===== src/rtl/rabbit_ftw_receiver.sv =====
// Rabbit link serial receiver: synchronises the 3-wire bus, assembles MSB-first
// tuning words, validates the bit count and clamps accepted words to FTW_MAX.
module rabbit_ftw_receiver #(
    parameter int                    FTW_WIDTH = 32,
    parameter logic [FTW_WIDTH-1:0]  FTW_MAX   = 32'h6666_6666,
    parameter logic [FTW_WIDTH-1:0]  RESET_FTW = 32'h0000_0000
) (
    input  logic                 clk,
    input  logic                 reset,
    input  logic                 rabbit_sclk,
    input  logic                 rabbit_sdata,
    input  logic                 rabbit_cs_n,
    output logic [FTW_WIDTH-1:0] ftw_out,
    output logic                 ftw_valid,
    output logic                 limit_hit,
    output logic                 frame_err,
    output logic [7:0]           frame_count,
    output logic                 busy
);

    localparam int CNT_W = $clog2(FTW_WIDTH + 2);
    localparam logic [CNT_W-1:0] CNT_FULL = CNT_W'(FTW_WIDTH);
    localparam logic [CNT_W-1:0] CNT_SAT  = CNT_W'(FTW_WIDTH + 1);

    typedef enum logic [1:0] {
        ST_IDLE   = 2'd0,
        ST_SHIFT  = 2'd1,
        ST_CHECK  = 2'd2,
        ST_UPDATE = 2'd3
    } state_t;

    state_t               state_q, state_d;
    logic [2:0]           sclk_sync_q, sclk_sync_d;
    logic [2:0]           cs_sync_q, cs_sync_d;
    logic [1:0]           sdata_sync_q, sdata_sync_d;
    logic [FTW_WIDTH-1:0] shift_q, shift_d;
    logic [CNT_W-1:0]     bit_cnt_q, bit_cnt_d;
    logic [FTW_WIDTH-1:0] ftw_q, ftw_d;
    logic                 valid_q, valid_d;
    logic                 hit_q, hit_d;
    logic                 err_q, err_d;
    logic [7:0]           count_q, count_d;
    logic                 busy_q, busy_d;

    logic sclk_rise_s;
    logic cs_fall_s;
    logic cs_rise_s;
    logic sdata_s;
    logic over_max_s;

    // Synchroniser shift paths; the third stage of sclk/cs exists only for edge detection.
    always_comb begin
        sclk_sync_d  = {sclk_sync_q[1:0], rabbit_sclk};
        cs_sync_d    = {cs_sync_q[1:0], rabbit_cs_n};
        sdata_sync_d = {sdata_sync_q[0], rabbit_sdata};
    end

    assign sclk_rise_s = sclk_sync_q[1] & ~sclk_sync_q[2];
    assign cs_fall_s   = ~cs_sync_q[1] & cs_sync_q[2];
    assign cs_rise_s   = cs_sync_q[1] & ~cs_sync_q[2];
    assign sdata_s     = sdata_sync_q[1];
    assign over_max_s  = (shift_q > FTW_MAX);

    // Frame FSM: next state, shift/count datapath and registered output values.
    always_comb begin
        state_d   = state_q;
        shift_d   = shift_q;
        bit_cnt_d = bit_cnt_q;
        ftw_d     = ftw_q;
        valid_d   = 1'b0;
        hit_d     = hit_q;
        err_d     = 1'b0;
        count_d   = count_q;
        case (state_q)
            ST_IDLE: begin
                if (cs_fall_s) begin
                    state_d   = ST_SHIFT;
                    shift_d   = '0;
                    bit_cnt_d = '0;
                end else begin
                    state_d = ST_IDLE;
                end
            end
            ST_SHIFT: begin
                // A clock edge coincident with the frame end is dropped, so the count is final here.
                if (cs_rise_s) begin
                    state_d = ST_CHECK;
                    err_d   = (bit_cnt_q != CNT_FULL);
                end else if (sclk_rise_s) begin
                    shift_d = {shift_q[FTW_WIDTH-2:0], sdata_s};
                    if (bit_cnt_q != CNT_SAT) begin
                        bit_cnt_d = bit_cnt_q + CNT_W'(1);
                    end else begin
                        bit_cnt_d = bit_cnt_q;
                    end
                end else begin
                    state_d = ST_SHIFT;
                end
            end
            ST_CHECK: begin
                if (bit_cnt_q == CNT_FULL) begin
                    state_d = ST_UPDATE;
                    ftw_d   = over_max_s ? FTW_MAX : shift_q;
                    hit_d   = over_max_s;
                    valid_d = 1'b1;
                    count_d = count_q + 8'd1;
                end else begin
                    state_d = ST_IDLE;
                end
            end
            ST_UPDATE: begin
                state_d = ST_IDLE;
            end
            default: begin
                state_d = ST_IDLE;
            end
        endcase
        busy_d = (state_d != ST_IDLE);
    end

    // State, datapath and output registers with synchronous reset.
    always_ff @(posedge clk) begin
        if (reset) begin
            state_q      <= ST_IDLE;
            sclk_sync_q  <= 3'b000;
            cs_sync_q    <= 3'b000;
            sdata_sync_q <= 2'b00;
            shift_q      <= '0;
            bit_cnt_q    <= '0;
            ftw_q        <= RESET_FTW;
            valid_q      <= 1'b0;
            hit_q        <= 1'b0;
            err_q        <= 1'b0;
            count_q      <= 8'd0;
            busy_q       <= 1'b0;
        end else begin
            state_q      <= state_d;
            sclk_sync_q  <= sclk_sync_d;
            cs_sync_q    <= cs_sync_d;
            sdata_sync_q <= sdata_sync_d;
            shift_q      <= shift_d;
            bit_cnt_q    <= bit_cnt_d;
            ftw_q        <= ftw_d;
            valid_q      <= valid_d;
            hit_q        <= hit_d;
            err_q        <= err_d;
            count_q      <= count_d;
            busy_q       <= busy_d;
        end
    end

    assign ftw_out     = ftw_q;
    assign ftw_valid   = valid_q;
    assign limit_hit   = hit_q;
    assign frame_err   = err_q;
    assign frame_count = count_q;
    assign busy        = busy_q;

endmodule


===== config.mk =====
export PLATFORM = sky130hd
export DESIGN_NAME = rabbit_ftw_receiver
export DESIGN_NICKNAME = d
export VERILOG_FILES = /design/src/rtl/rabbit_ftw_receiver.sv
export SDC_FILE = /design/constraint.sdc
export NUM_CORES = 1
export LEC_CHECK = 0
export ABC_AREA = 1
export ABC_CLOCK_PERIOD_IN_PS = 1500
export CELL_PAD_IN_SITES_DETAIL_PLACEMENT = 0
export CELL_PAD_IN_SITES_GLOBAL_PLACEMENT = 1
export CORE_MARGIN = 3
export CORE_UTILIZATION = 43
export CTS_BUF_LIST = sky130_fd_sc_hd__clkbuf_4 sky130_fd_sc_hd__clkbuf_8
export CTS_CLUSTER_DIAMETER = 40
export DETAILED_ROUTE_END_ITERATION = 10
export DONT_BUFFER_PORTS = 1
export MAX_ROUTING_LAYER = met4
export PLACE_DENSITY = 0.85
export SYNTH_ARGS = -nofsm -noshare
export SYNTH_HDL_FRONTEND = slang
export SYNTH_SLANG_ARGS = --single-unit

===== constraint.sdc =====
create_clock -name clk -period 1.5 [get_ports clk]
set_input_delay 0.15 -clock clk [delete_from_list [all_inputs] [get_ports clk]]
set_output_delay 0.15 -clock clk [all_outputs]
set_load 0.02 [all_outputs]

### Yosys cells after proc, flatten, opt, wreduce, memory -nomap -nowiden

Cells that the tools add are included.

* mux-type cells: 16
* add/sub/neg operators: 2
* equality and inequality tests: 10
* reductions and logical operators: 8
* bitwise operators: 9
* $lt $le $gt $ge: 1

Operators by type and width (number)
* 2-to-1 mux 32 bit: 4
* case mux 32 bit (2 select lines): 1
* greater-than comparator 32 x 31 -> 1 bit, second input constant: 1
* 2-to-1 mux 6 bit: 4
* inequality test 6 bit, second input constant: 2
* case mux 6 bit (2 select lines): 1
* adder 8 x 1 -> 8 bit, second input constant: 1
* inequality test 2 bit, second input constant: 4
* case mux 2 bit (4 select lines): 1
* adder 6 x 1 -> 6 bit, second input constant: 1
* equality test 6 bit, second input constant: 1
* 2-to-1 mux 2 bit: 3
* NOT 1 bit: 6
* AND reduction 5 bit: 1
* equality test 2 bit, second input constant: 2
* AND reduction 4 bit: 1
* nonzero test 2 bit: 2
* bitwise AND 1 bit: 3
* OR reduction 3 bit: 1
* equality test 2 x 1 -> 1 bit, second input constant: 1
* logical NOT 2 bit: 1
* 2-to-1 mux 1 bit: 2
* AND reduction 2 bit: 1
* OR reduction 2 bit: 1

* register bits: 92
* input bits: 5

### Logic depth before layout (Yosys ltp)

Gate-level depths: netlist (run 1).

* depth after elaboration: 6
* gate-level depth with buffers: 12
* mapped depth without buffers: 11

### Least setup slack after synthesis (run 1)

Ideal clock, no wire load.

* kind: flip-flop to flip-flop
* start: reg bit_cnt_q[0]
* end: reg ftw_q[28] (netlist: ftw_out[28])
* required time: 1.391 ns
* path buffers: 2
* slack: 0.067 ns
* period minus slack after synthesis: 1.433 ns
* arrival: 1.324 ns
* cell stages (with the launch flop): 10
* library setup time: 0.109 ns
* cells stage by stage: dfxtp_1 inv_1 ha_1 nand3_2 nor2_4 buf_6 nand3_2 buf_4 nand2_1 inv_1

* word-level cells in the longest chain between the ends: 2

Ends and longest elaborated chain
* start, declared: RTL line 37 `logic [CNT_W-1:0] bit_cnt_q, bit_cnt_d;`
* start signal, assigned: RTL line 142 `bit_cnt_q <= bit_cnt_d;`
* equality test 6 bit: RTL line 101 `if (bit_cnt_q == CNT_FULL) begin`
* AND reduction 2 bit (no line)
* end signal, assigned: RTL line 143 `ftw_q <= ftw_d;`
* end, declared: RTL line 38 `logic [FTW_WIDTH-1:0] ftw_q, ftw_d;`

Every way passes these cells.
A chain may end at the register's enable or synchronous reset.

### Final worst setup path (run 1)

* start: reg shift_q[21]
* end: reg ftw_q[18] (netlist: ftw_out[18])

* word-level cells in the longest chain between the ends: 2

Ends and longest elaborated chain
* start, declared: RTL line 36 `logic [FTW_WIDTH-1:0] shift_q, shift_d;`
* start signal, assigned: RTL line 141 `shift_q <= shift_d;`
* greater-than comparator 32 x 31 -> 1 bit: RTL line 62 `assign over_max_s = (shift_q > FTW_MAX);`
* 2-to-1 mux 32 bit: RTL line 103 `ftw_d = over_max_s ? FTW_MAX : shift_q;`

Every way passes these cells.

==> reports/results.ini, run 1 <==
[drt]
wl_per_cell_um = 13.9
first_pass_iters = 4
antenna_left = 0
drt_iter0_drc = 171
viasPerCell = 5.07
drc_errors = 0
via_count = 3397
finalWirelength_um = 9290

[layout]
area_growth_pct = 23.3
num_antenna_cells = 0
stdcell_count = 670
nNetsFinal = 566
final_common_cell = inv_1
most-common-layout-cells = 99 x inv_1, 80 x dfxtp_1, 72 x nor2_1, 62 x nand2_1, 35 x buf_4
drive_gt1_share_pct = 25.1
fillers = 797

[placed_design]
gp_congestion = 0.834
hpwl_um = 5970
dp_slack_ns = -0.163
port_buffers = 0
dp.cells = 643

[setup_path]
required_ns = 1.79
reg2reg_from = shift_q[21]$_SDFFE_PP0P_
endpoint_kind = flop
cp.arrival_ns = 1.76
start_kind = flop
crit_start = shift_q[21]$_SDFFE_PP0P_
path_class = flop to flop
path_max_fanout = 12

[clock_network]
insertion_delay_ns = 0.36
cts_tree = done
clockBufferDepth = 2
numClockSinks = 92
h-tree-depth = 3
root_buffer = clkbuf_8
numCtsBuffers = 9
cts.reportedPaths.clkPinSlew_ns = 0.09

[sta]
worstMarginPinSlew_ns = 0.421
worst_slack_ns = 0.0253
rsz0062_at_grt = yes
post-route-period-util_pct = 98.3
setup_viol = 0
hold_viol = 0
period_needed_ns = 1.47
maxSlewViolCount = 0
finClkSkew_ns = 0.0113
fmax_mhz = 678
fin_setup_tns_ns = 0
max-slew-margin-rel_pct = 71.9

[logic_synthesis]
syn_avg_cell_area_um2 = 7.50
synth_seq_cells = 92
synth_cell_type_count = 29
synthArstFlopShare_pct = 0
syn_inst = 522
ys_seq_area_share_pct = 47.0
synth_nets = 531
ys_warn_count = 0
yosysTopAreaCellShare_pct = 47.0
synth_ff_type = dfxtp_1
yosys-top-cells-area = dfxtp_1 47%, inv_1 10%, nor2_1 7.5%
synth_area_leader_cell = dfxtp_1
synth_edf_count = 0
synth_area_mm2 = 0.00392

[floorplanning]
die_x_um = 101
dieArea_mm2 = 0.0103
die_h_um = 101
initial_core_util_pct = 44.5
core_region_area_mm2 = 0.00881
pin_count = 49
num_rows = 34

[min_path]
hold_path_class = primary input to flop
min_from = reset

[power_and_ir_drop]
leakagePower_nw = 2.09
ir_drop_mv = 0.394
p_per_area_mw_per_mm2 = 877

[status]
outcome = finished clean

[global_route]
first_global_vias = 2978
grt_antenna_before_repair = 0
grt_overflow = 0
grt_pass1_wl_um = 14600
grt_max_degree = 46
track_usage_pct = 18.5

[flow_run]
maxCapViolations = 0

==> through the flow <==
stage / power (mW) / area (um2) / utilization [%] / hold WS, ns
floorplan: 2.58 / 3920 / - / 0.257
global placement: 2.58 / 4260 / 48.4 / 0.224
detailed placement: 2.58 / 4260 / 48.4 / 0.226
CTS: 4.27 / 4600 / 52.2 / 0.0834
global route: 4.40 / 4830 / 54.8 / 0.0836
finish: 4.24 / 4830 / 54.8 / 0.0773
==> synth_stat cells, types with 2 or more instances <==
cell type / number
inv_2: 4
nor3_2: 3
nand2_1: 70
buf_1: 2
o21ai_1: 2
nand4_1: 10
o21ai_0: 22
nor2_4: 3
inv_1: 106
a22oi_2: 9
a31oi_1: 2
a21oi_1: 29
nand2_4: 3
dfxtp_1: 92
nand3_1: 14
nand2_2: 2
clkbuf_1: 11
o22ai_1: 31
buf_2: 8
nand3_2: 3
nor2_1: 78
a22oi_1: 6
buf_6: 2
ha_1: 4
buf_4: 2
==> routing by layer <==
| layer | part of all wire [%] | vias up | track usage [%] |
|---|---|---|---|
| li1 | - | 1718 | - |
| met1 | 47 | 1586 | 25.6 |
| met2 | 46 | 83 | 26.4 |
| met3 | 6.2 | 10 | 5.17 |
| met4 | 1.5 | 0 | 5.21 |
| met5 | 0 | - | - |
==> flip-flops by register name, indices dropped and copies added, names as in the netlist <==
| register | cells |
|---|---|
| bit_cnt_q | 6 |
| state_q | 2 |
| ftw_out | 32 |
| busy | 1 |
| ftw_valid | 1 |
| frame_count | 8 |
| sdata_sync_q | 2 |
| shift_q | 32 |
| cs_sync_q | 3 |
| limit_hit | 1 |
| frame_err | 1 |
| sclk_sync_q | 3 |
==> what timing repair did <==
action | CTS | global route
buffers inserted | 2 | 2
cloned | 1 | 2
hold buffers | 4 | 0
hold endpoints to repair | 45 | 0
gates resized for setup | 18 | 51
pin swaps | 6 | 13
setup endpoints to repair | 21 | 39
==> worst paths after layout <==
check,endpoint,slack [ns],cells past startpoint
min reg2reg,cs_sync_q[1]$_SDFF_PP0_,0.41,2
max,ftw_out[18]$_SDFFE_PP0P_,0.03,9
min,state_q[0]$_SDFF_PP0_,0.08,2
max reg2reg,ftw_out[18]$_SDFFE_PP0P_,0.03,9
==> critical path, stage by stage, from the launching register on <==
cell     delay, ns
dfxtp_2       0.35
nand2_2       0.07
nor2_2        0.10
nand4_1       0.14
nor2_4        0.19
nand2_2       0.09
nand2_4       0.12
nand2_4       0.08
buf_12        0.15
a21oi_1       0.11
==> power breakdown <==
part	internal, mW	total (mW)	leakage, nW	switching, mW
clock	0.790	1.68	0.0961	0.887
combinational	0.0350	0.104	1.24	0.0690
sequential	2.45	2.46	0.748	0.00521
==> logic make-up after synthesis <==
logic type | after synthesis | synth area share, %
and+or+nand+nor | 189 | 21.7
buffers and inverters | 135 | 13.8
AOI/OAI and AO/OA | 102 | 16.3
DFF | 92 | 47.0
adders and majority gates | 4 | 1.28
==> final cells by class <==
type	instances	area (um2)	area share (%)
inverter	110	415	8.60
tap	108	135	2.80
sequential	92	1860	38.4
clock buffer	10	131	2.72
clock inverter	6	63.8	1.32
multi-input combinational	296	1750	36.2
timing repair buffer	48	477	9.87
No activity file was read; power rests on OpenSTA's default activity.
==> run 2, diff against run 1 <==
- ABC_AREA: 1 -> default
- CORE_UTILIZATION: 43 -> 45
- REMOVE_ABC_BUFFERS: default -> 1
==> run 2 against run 1 <==
Effect of this change: the run now ends with hold timing, setup timing left; routed wire length is 15% higher; synthesized area is 5.9% lower; core utilization is 14 points higher; clock-buffer cell count stayed put; sequential cell count stayed put; design area is 12% higher; worst setup slack worse by 0.41 ns; worst hold slack worse by 0.22 ns; non-clock buffer count is 48 higher; critical endpoint is now ftw_out[16]$_SDFFE_PP0P_.
==> reports/results.ini, run 2 <==
[floorplanning]
initial_core_util_pct = 47.0  ; +2.5 points
pin_count = 49  ; unchanged
die_h_um = 96.5  ; -4.9%
core_region_area_mm2 = 0.00785  ; -11%
die_x_um = 96.5  ; -4.9%
dieArea_mm2 = 0.00932  ; -9.5%
num_rows = 32  ; -5.9%

[drt]
antenna_left = 0  ; unchanged
wl_per_cell_um = 18.4  ; +32%
finalWirelength_um = 10700  ; +15%
viasPerCell = 5.66  ; +12%
drt_iter0_drc = 231  ; +35%
drc_errors = 0  ; unchanged
first_pass_iters = 4  ; unchanged
via_count = 3301  ; -2.8%

[setup_path]
path_class = flop to flop
cp_slowest_cell = a311o_1
cpPeakStageDelay_ns = 0.44  ; +0.09 ns
r2r_cells = 5  ; -4
cp.arrival_ns = 2.14  ; +0.38 ns
endpoint_kind = flop
start_kind = flop
crit_chain = and4_4 > a211o_1 > a311o_1 > a21o_4 > o41ai_4
path_max_fanout = 8  ; -4
required_ns = 1.76  ; -0.03 ns

[clock_network]
insertion_delay_ns = 0.36  ; about the same
h-tree-depth = 3  ; unchanged
cts.reportedPaths.clkPinSlew_ns = 0.09  ; about the same
clockBufferDepth = 2  ; unchanged
root_buffer = clkbuf_8
numClockSinks = 92  ; unchanged
hold_buffers = 8  ; +4
cts_tree = done
numCtsBuffers = 9  ; unchanged

[logic_synthesis]
synthArstFlopShare_pct = 0  ; unchanged
synth_area_mm2 = 0.00369  ; -5.9%
ys_warn_count = 0  ; unchanged
syn_inst = 400  ; -23%
ys_seq_area_share_pct = 49.9  ; +2.9 points
synth_seq_cells = 92  ; unchanged
yosys-top-cells-area = dfxtp_1 50%, a22oi_1 6.5%, nor2_1 6.5%
synth_edf_count = 0  ; unchanged
synth_ff_type = dfxtp_1
synth.top_cells.by_count = 92 x dfxtp_1, 64 x nor2_1, 32 x a22oi_1, 25 x clkbuf_1, 23 x a21oi_1
yosysTopAreaCellShare_pct = 49.9  ; +2.9 points
syn_avg_cell_area_um2 = 9.22  ; +23%
yosysMostFrequentCell = dfxtp_1
synth_cell_type_count = 49  ; +69%
synth_area_leader_cell = dfxtp_1

[sta]
max-slew-margin-rel_pct = 68.0  ; -3.9 points
worst_slack_ns = -0.382  ; -0.407 ns
rsz0062_at_grt = yes
period_needed_ns = 1.88  ; +0.407 ns
hold_viol = 60  ; +60
post-route-period-util_pct = 125  ; +27 points
finClkSkew_ns = 0.00924  ; -0.00210 ns
holdWs_ns = -0.143  ; -0.220 ns
setup_viol = 52  ; +52
fmax_mhz = 531  ; -22%
worstMarginPinSlew_ns = 0.468  ; +0.0468 ns
maxSlewViolCount = 0  ; unchanged

[min_path]
holdPathStages = 1  ; -1
hold_path_class = primary input to flop

[power_and_ir_drop]
ir_drop_mv = 0.602  ; +53%
leakagePower_nw = 2.20  ; +5.5%
p_per_area_mw_per_mm2 = 871  ; -0.68%

[status]
outcome = finished with violations
violations = hold timing, setup timing

[layout]
stdcell_count = 583  ; -13%
nNetsFinal = 486  ; -14%
fin_area_mm2 = 0.00540  ; +12%
num_antenna_cells = 0  ; unchanged
drive_gt1_share_pct = 40.3  ; +15 points
area_growth_pct = 46.5
finish.utilization_pct = 68.8  ; +14 points
most-common-layout-cells = 83 x dfxtp_1, 63 x buf_4, 62 x nor2_1, 30 x a22oi_2, 20 x a21oi_1
final_common_cell = dfxtp_1

[global_route]
grt_pass1_wl_um = 15800  ; +8.2%
first_global_vias = 3152  ; +5.8%
grt_max_degree = 72  ; +57%
grt_overflow = 0  ; unchanged
track_usage_pct = 22.3  ; +3.8 points
grt_antenna_before_repair = 0  ; unchanged

[placed_design]
placed_area_mm2 = 0.00431  ; +1.0%
dp.cells = 542  ; -16%
hpwl_um = 5870  ; -1.7%
gp_congestion = 0.872  ; +4.5%
port_buffers = 0  ; unchanged

[flow_run]
maxCapViolations = 0  ; unchanged

run 2: worst paths after layout:
| path | start | to | slack, ns |
|---|---|---|---|
| max | shift_q[22]$_SDFFE_PP0P_ | ftw_out[16]$_SDFFE_PP0P_ | -0.38 |
| min | reset | state_q[1]$_SDFF_PP0_ | -0.14 |
| max reg2reg | shift_q[22]$_SDFFE_PP0P_ | ftw_out[16]$_SDFFE_PP0P_ | -0.38 |
| min reg2reg | frame_count[1]$_SDFFE_PP0P_ | frame_count[1]$_SDFFE_PP0P_ | 0.53 |
run 2: kinds of logic (layout without fill, tap and decap cells):
kind of cell / Yosys count / after routing / share of synthesized area [%]
AOI/OAI and AO/OA: 107 / 108 / 22.2
adders and majority gates: 4 / 4 / 1.36
xor gates and xnor gates: 8 / 8 / 1.90
and+or+nand+nor: 137 / 137 / 18.8
DFF: 92 / 92 / 49.9
muxes: 1 / 1 / 0.271
buffers and inverters: 51 / 131 / 5.56
run 2: layer usage:
layer	wire (um)	global-route usage [%]
met3	724	6.27
met5	0	-
met1	4440	28.4
met4	257	5.61
met2	5280	35.1
run 2: worst max-delay path, delay by kind of cell, from the launching register on:
kind,cells,cell delay [ns]
and+or+nand+nor,1,0.19
DFF,1,0.34
AOI/OAI and AO/OA,4,1.24
run 2: area by class of cell:
cell class	instances	area (um2)
Fill cell	562	2440
Multi-Input combinational cell	258	2120
Sequential cell	92	1860
Timing Repair Buffer	96	970
Clock buffer	10	131
Tap cell	102	128
Clock inverter	5	125
Inverter	20	75.1
run 2: power by group:
| group | switching, mW | total [mW] | internal, mW | leakage (nW) |
|---|---|---|---|---|
| clock network | 0.850 | 2.13 | 1.28 | 0.130 |
| registers | 0.00873 | 2.46 | 2.45 | 0.747 |
| logic | 0.0586 | 0.117 | 0.0588 | 1.33 |
run 2: timing repair:
item | CTS | global route
gates resized for setup | 54 | 62
endpoints found under the hold margin | 69 | 61
cloned | 3 | 4
endpoints found under the setup margin | 79 | 81
setup buffers | 10 | 7
pin swaps | 13 | 58
run 2: metrics by stage:
| stage | hold slack, ns | setup TNS, ns | setup slack, ns | power (mW) |
|---|---|---|---|---|
| 6_report | -0.143 | -12.56 | -0.382 | 4.71 |
| 5_1_grt | -0.166 | -17.24 | -0.448 | 4.82 |
| 4_1_cts | -0.147 | -9.85 | -0.329 | 4.69 |
| 3_5_place_dp | 0.240 | -10.34 | -0.372 | 2.58 |
| 3_3_place_gp | 0.233 | -7.80 | -0.293 | 2.58 |
| 2_1_floorplan | 0.219 | -48.82 | -1.44 | 2.55 |
==> run 3, diff against run 2 <==
- ABC_CLOCK_PERIOD_IN_PS: 1500 -> 1800
- CORE_MARGIN: 3 -> default
- PLACE_DENSITY: 0.85 -> 0.82
- clock period: 1.5 -> 1.8 ns (I/O delays scaled with it)
==> run 3 against run 2 <==
Effect of this change: the flow finishes with violations (setup timing); design area down 18%; clock power down 22%; global-route usage down 1.3 points; register-to-register slack better by 0.37 ns; first-iteration DRC count down 21%; critical path depth unchanged; clock skew up 0.0053 ns; core utilization down 12 points; sequential cell count unchanged; sequential share of layout area up 7.4 points; die area down 8.1%; clock-buffer cell count unchanged.
==> reports/results.ini, run 3 (synthesis results as in run 2) <==
[layout]
final_common_cell = dfxtp_1
nNetsFinal = 432  ; -11%
most-common-layout-cells = 91 x dfxtp_1, 64 x nor2_1, 34 x buf_4, 32 x a22oi_1, 23 x a21oi_1
drive_gt1_share_pct = 19.4  ; -21 points
fin_area_mm2 = 0.00441  ; -18%
num_antenna_cells = 0  ; unchanged
stdcell_count = 530  ; -9.1%
area_growth_pct = 19.6
finish.utilization_pct = 56.5  ; -12 points

[clock_network]
cts.reportedPaths.clkPinSlew_ns = 0.10  ; about the same
insertion_delay_ns = 0.36  ; about the same
root_buffer = clkbuf_8
cts_tree = done
numCtsBuffers = 9  ; unchanged
clockBufferDepth = 2  ; unchanged
numClockSinks = 92  ; unchanged
post_cts_buffers = 0  ; -10
h-tree-depth = 3  ; unchanged

[placed_design]
dp.cells = 508  ; -6.3%
placed_area_mm2 = 0.00399  ; -7.4%
hpwl_um = 5150  ; -12%
port_buffers = 0  ; unchanged
gp_congestion = 0.883  ; +1.3%

[drt]
antenna_left = 0  ; unchanged
wl_per_cell_um = 15.9  ; -13%
finalWirelength_um = 8450  ; -21%
drt_iter0_drc = 183  ; -21%
viasPerCell = 5.63  ; -0.60%
drc_errors = 0  ; unchanged
via_count = 2983  ; -9.6%
first_pass_iters = 4  ; unchanged

[status]
outcome = finished with violations
violations = setup timing

[setup_path]
worst_setup_path_endpoint = ftw_out[3]$_SDFFE_PP0P_
endpoint_kind = flop
crit_family = compound AO/OA/AOI/OAI gates
r2r_end = ftw_out[3]$_SDFFE_PP0P_
path_max_fanout = 8  ; unchanged
required_ns = 2.05  ; +0.29 ns
crit_chain = and4_1 > a211o_1 > a311o_1 > a21o_4 > o41ai_1
crit_start = shift_q[22]$_SDFFE_PP0P_
path_class = flop to flop
cp.arrival_ns = 2.06  ; -0.08 ns
start_kind = flop
cpPeakStageDelay_ns = 0.36  ; -0.08 ns
cp_slowest_cell = a311o_1
reg2reg_from = shift_q[22]$_SDFFE_PP0P_
r2r_setup_slack_ns = -0.008  ; +0.37 ns
path_buf_inv = 0  ; unchanged
crit_cells = 5  ; unchanged
r2r_cells = 5  ; unchanged

[min_path]
hold_path_class = primary input to flop
min_from = reset

[sta]
fin_setup_tns_ns = -0.00798  ; +12.56 ns
finClkSkew_ns = 0.0146  ; +0.00532 ns
post-route-period-util_pct = 100  ; -25 points
worstMarginPinSlew_ns = 0.413  ; -0.0555 ns
fmax_mhz = 553  ; +4.1%
rsz0062_at_grt = yes
period_needed_ns = 1.81  ; -0.0737 ns
setup_viol = 1  ; -98%
hold_viol = 0  ; -100%
max-slew-margin-rel_pct = 72.4  ; +4.4 points
maxSlewViolCount = 0  ; unchanged
worst_slack_ns = -0.00798  ; +0.374 ns

[power_and_ir_drop]
leakagePower_nw = 1.74  ; -21%
p_per_area_mw_per_mm2 = 863  ; -0.94%
finalPower_mw = 3.81  ; -19%
ir_drop_mv = 0.310  ; -48%

[global_route]
grt_overflow = 0  ; unchanged
met3_usage_pct = 5.58  ; -0.69 points
grt_pass1_wl_um = 13900  ; -12%
grt_use_met1_pct = 27.3  ; -1.1 points
first_global_vias = 2799  ; -11%
top_usage_layer = met2
grt_antenna_before_repair = 0  ; unchanged
use_met2_pct = 31.0  ; -4.0 points
grt_max_degree = 69  ; -4.2%
track_usage_pct = 20.9  ; -1.3 points

[floorplanning]
initial_core_util_pct = 47.2  ; +0.24 points
core_region_area_mm2 = 0.00781  ; -0.51%
pin_count = 49  ; unchanged
dieArea_mm2 = 0.00856  ; -8.1%
num_rows = 32  ; unchanged
die_x_um = 92.5  ; -4.1%
die_h_um = 92.5  ; -4.1%

[flow_run]
maxCapViolations = 0  ; unchanged

## run 3: stage by stage
| step | hold slack, ns | worst slack, ns |
|---|---|---|
| floorplan | 0.249 | -1.14 |
| global placement | 0.261 | 0.00348 |
| detailed placement | 0.264 | -0.0394 |
| CTS | 0.0570 | 0.00488 |
| global route | 0.0699 | -0.0393 |
| finish | 0.0731 | -0.00798 |
## run 3: worst min path at each step
stage | to | slack [ns] | cells after the start
final | bit_cnt_q[4]$_SDFFE_PP0P_ | 0.07 | 2
after global routing | bit_cnt_q[2]$_SDFFE_PP0P_ | 0.07 | 2
after CTS | bit_cnt_q[4]$_SDFFE_PP0P_ | 0.06 | 2
after detailed placement | bit_cnt_q[1]$_SDFFE_PP0P_ | 0.26 | 1
after global placement | bit_cnt_q[1]$_SDFFE_PP0P_ | 0.26 | 1
after floorplan | bit_cnt_q[1]$_SDFFE_PP0P_ | 0.25 | 1
## run 3: where the power goes
group | internal [mW] | switching [mW]
logic | 0.0293 | 0.0570
registers | 2.04 | 0.00533
clock network | 0.938 | 0.734
total | 3.01 | 0.796
## run 3: what timing repair did
item	in CTS	in global routing
cloned	1	0
hold buffers	5	0
gates resized for setup	5	15
endpoints found under the setup margin	47	44
hold endpoints to repair	69	0
pin swaps	1	2
## run 3: area by class of cell
| type | count | area, um2 |
|---|---|---|
| clock inverters | 6 | 113 |
| well taps | 102 | 128 |
| repair buffers | 42 | 378 |
| multi-input cells | 258 | 1740 |
| flip-flops and latches | 92 | 1840 |
| clock buffers | 10 | 131 |
| fillers | 765 | 3400 |
| inverters | 20 | 75.1 |
## run 3: worst register-to-register path, stage by stage (launching register included)
cell and delay (ns):
dfxtp_2 0.34, and4_1 0.20, a211o_1 0.30, a311o_1 0.36
a21o_4 0.27, o41ai_1 0.24
## run 3: metal layers
| metal | wire, um | vias up | share of wire, % |
|---|---|---|---|
| met4 | 150 | 0 | 1.8 |
| met2 | 3880 | 68 | 46 |
| met3 | 425 | 10 | 5.0 |
| met1 | 3990 | 1434 | 47 |
| li1 | - | 1471 | - |
| met5 | 0 | - | 0 |
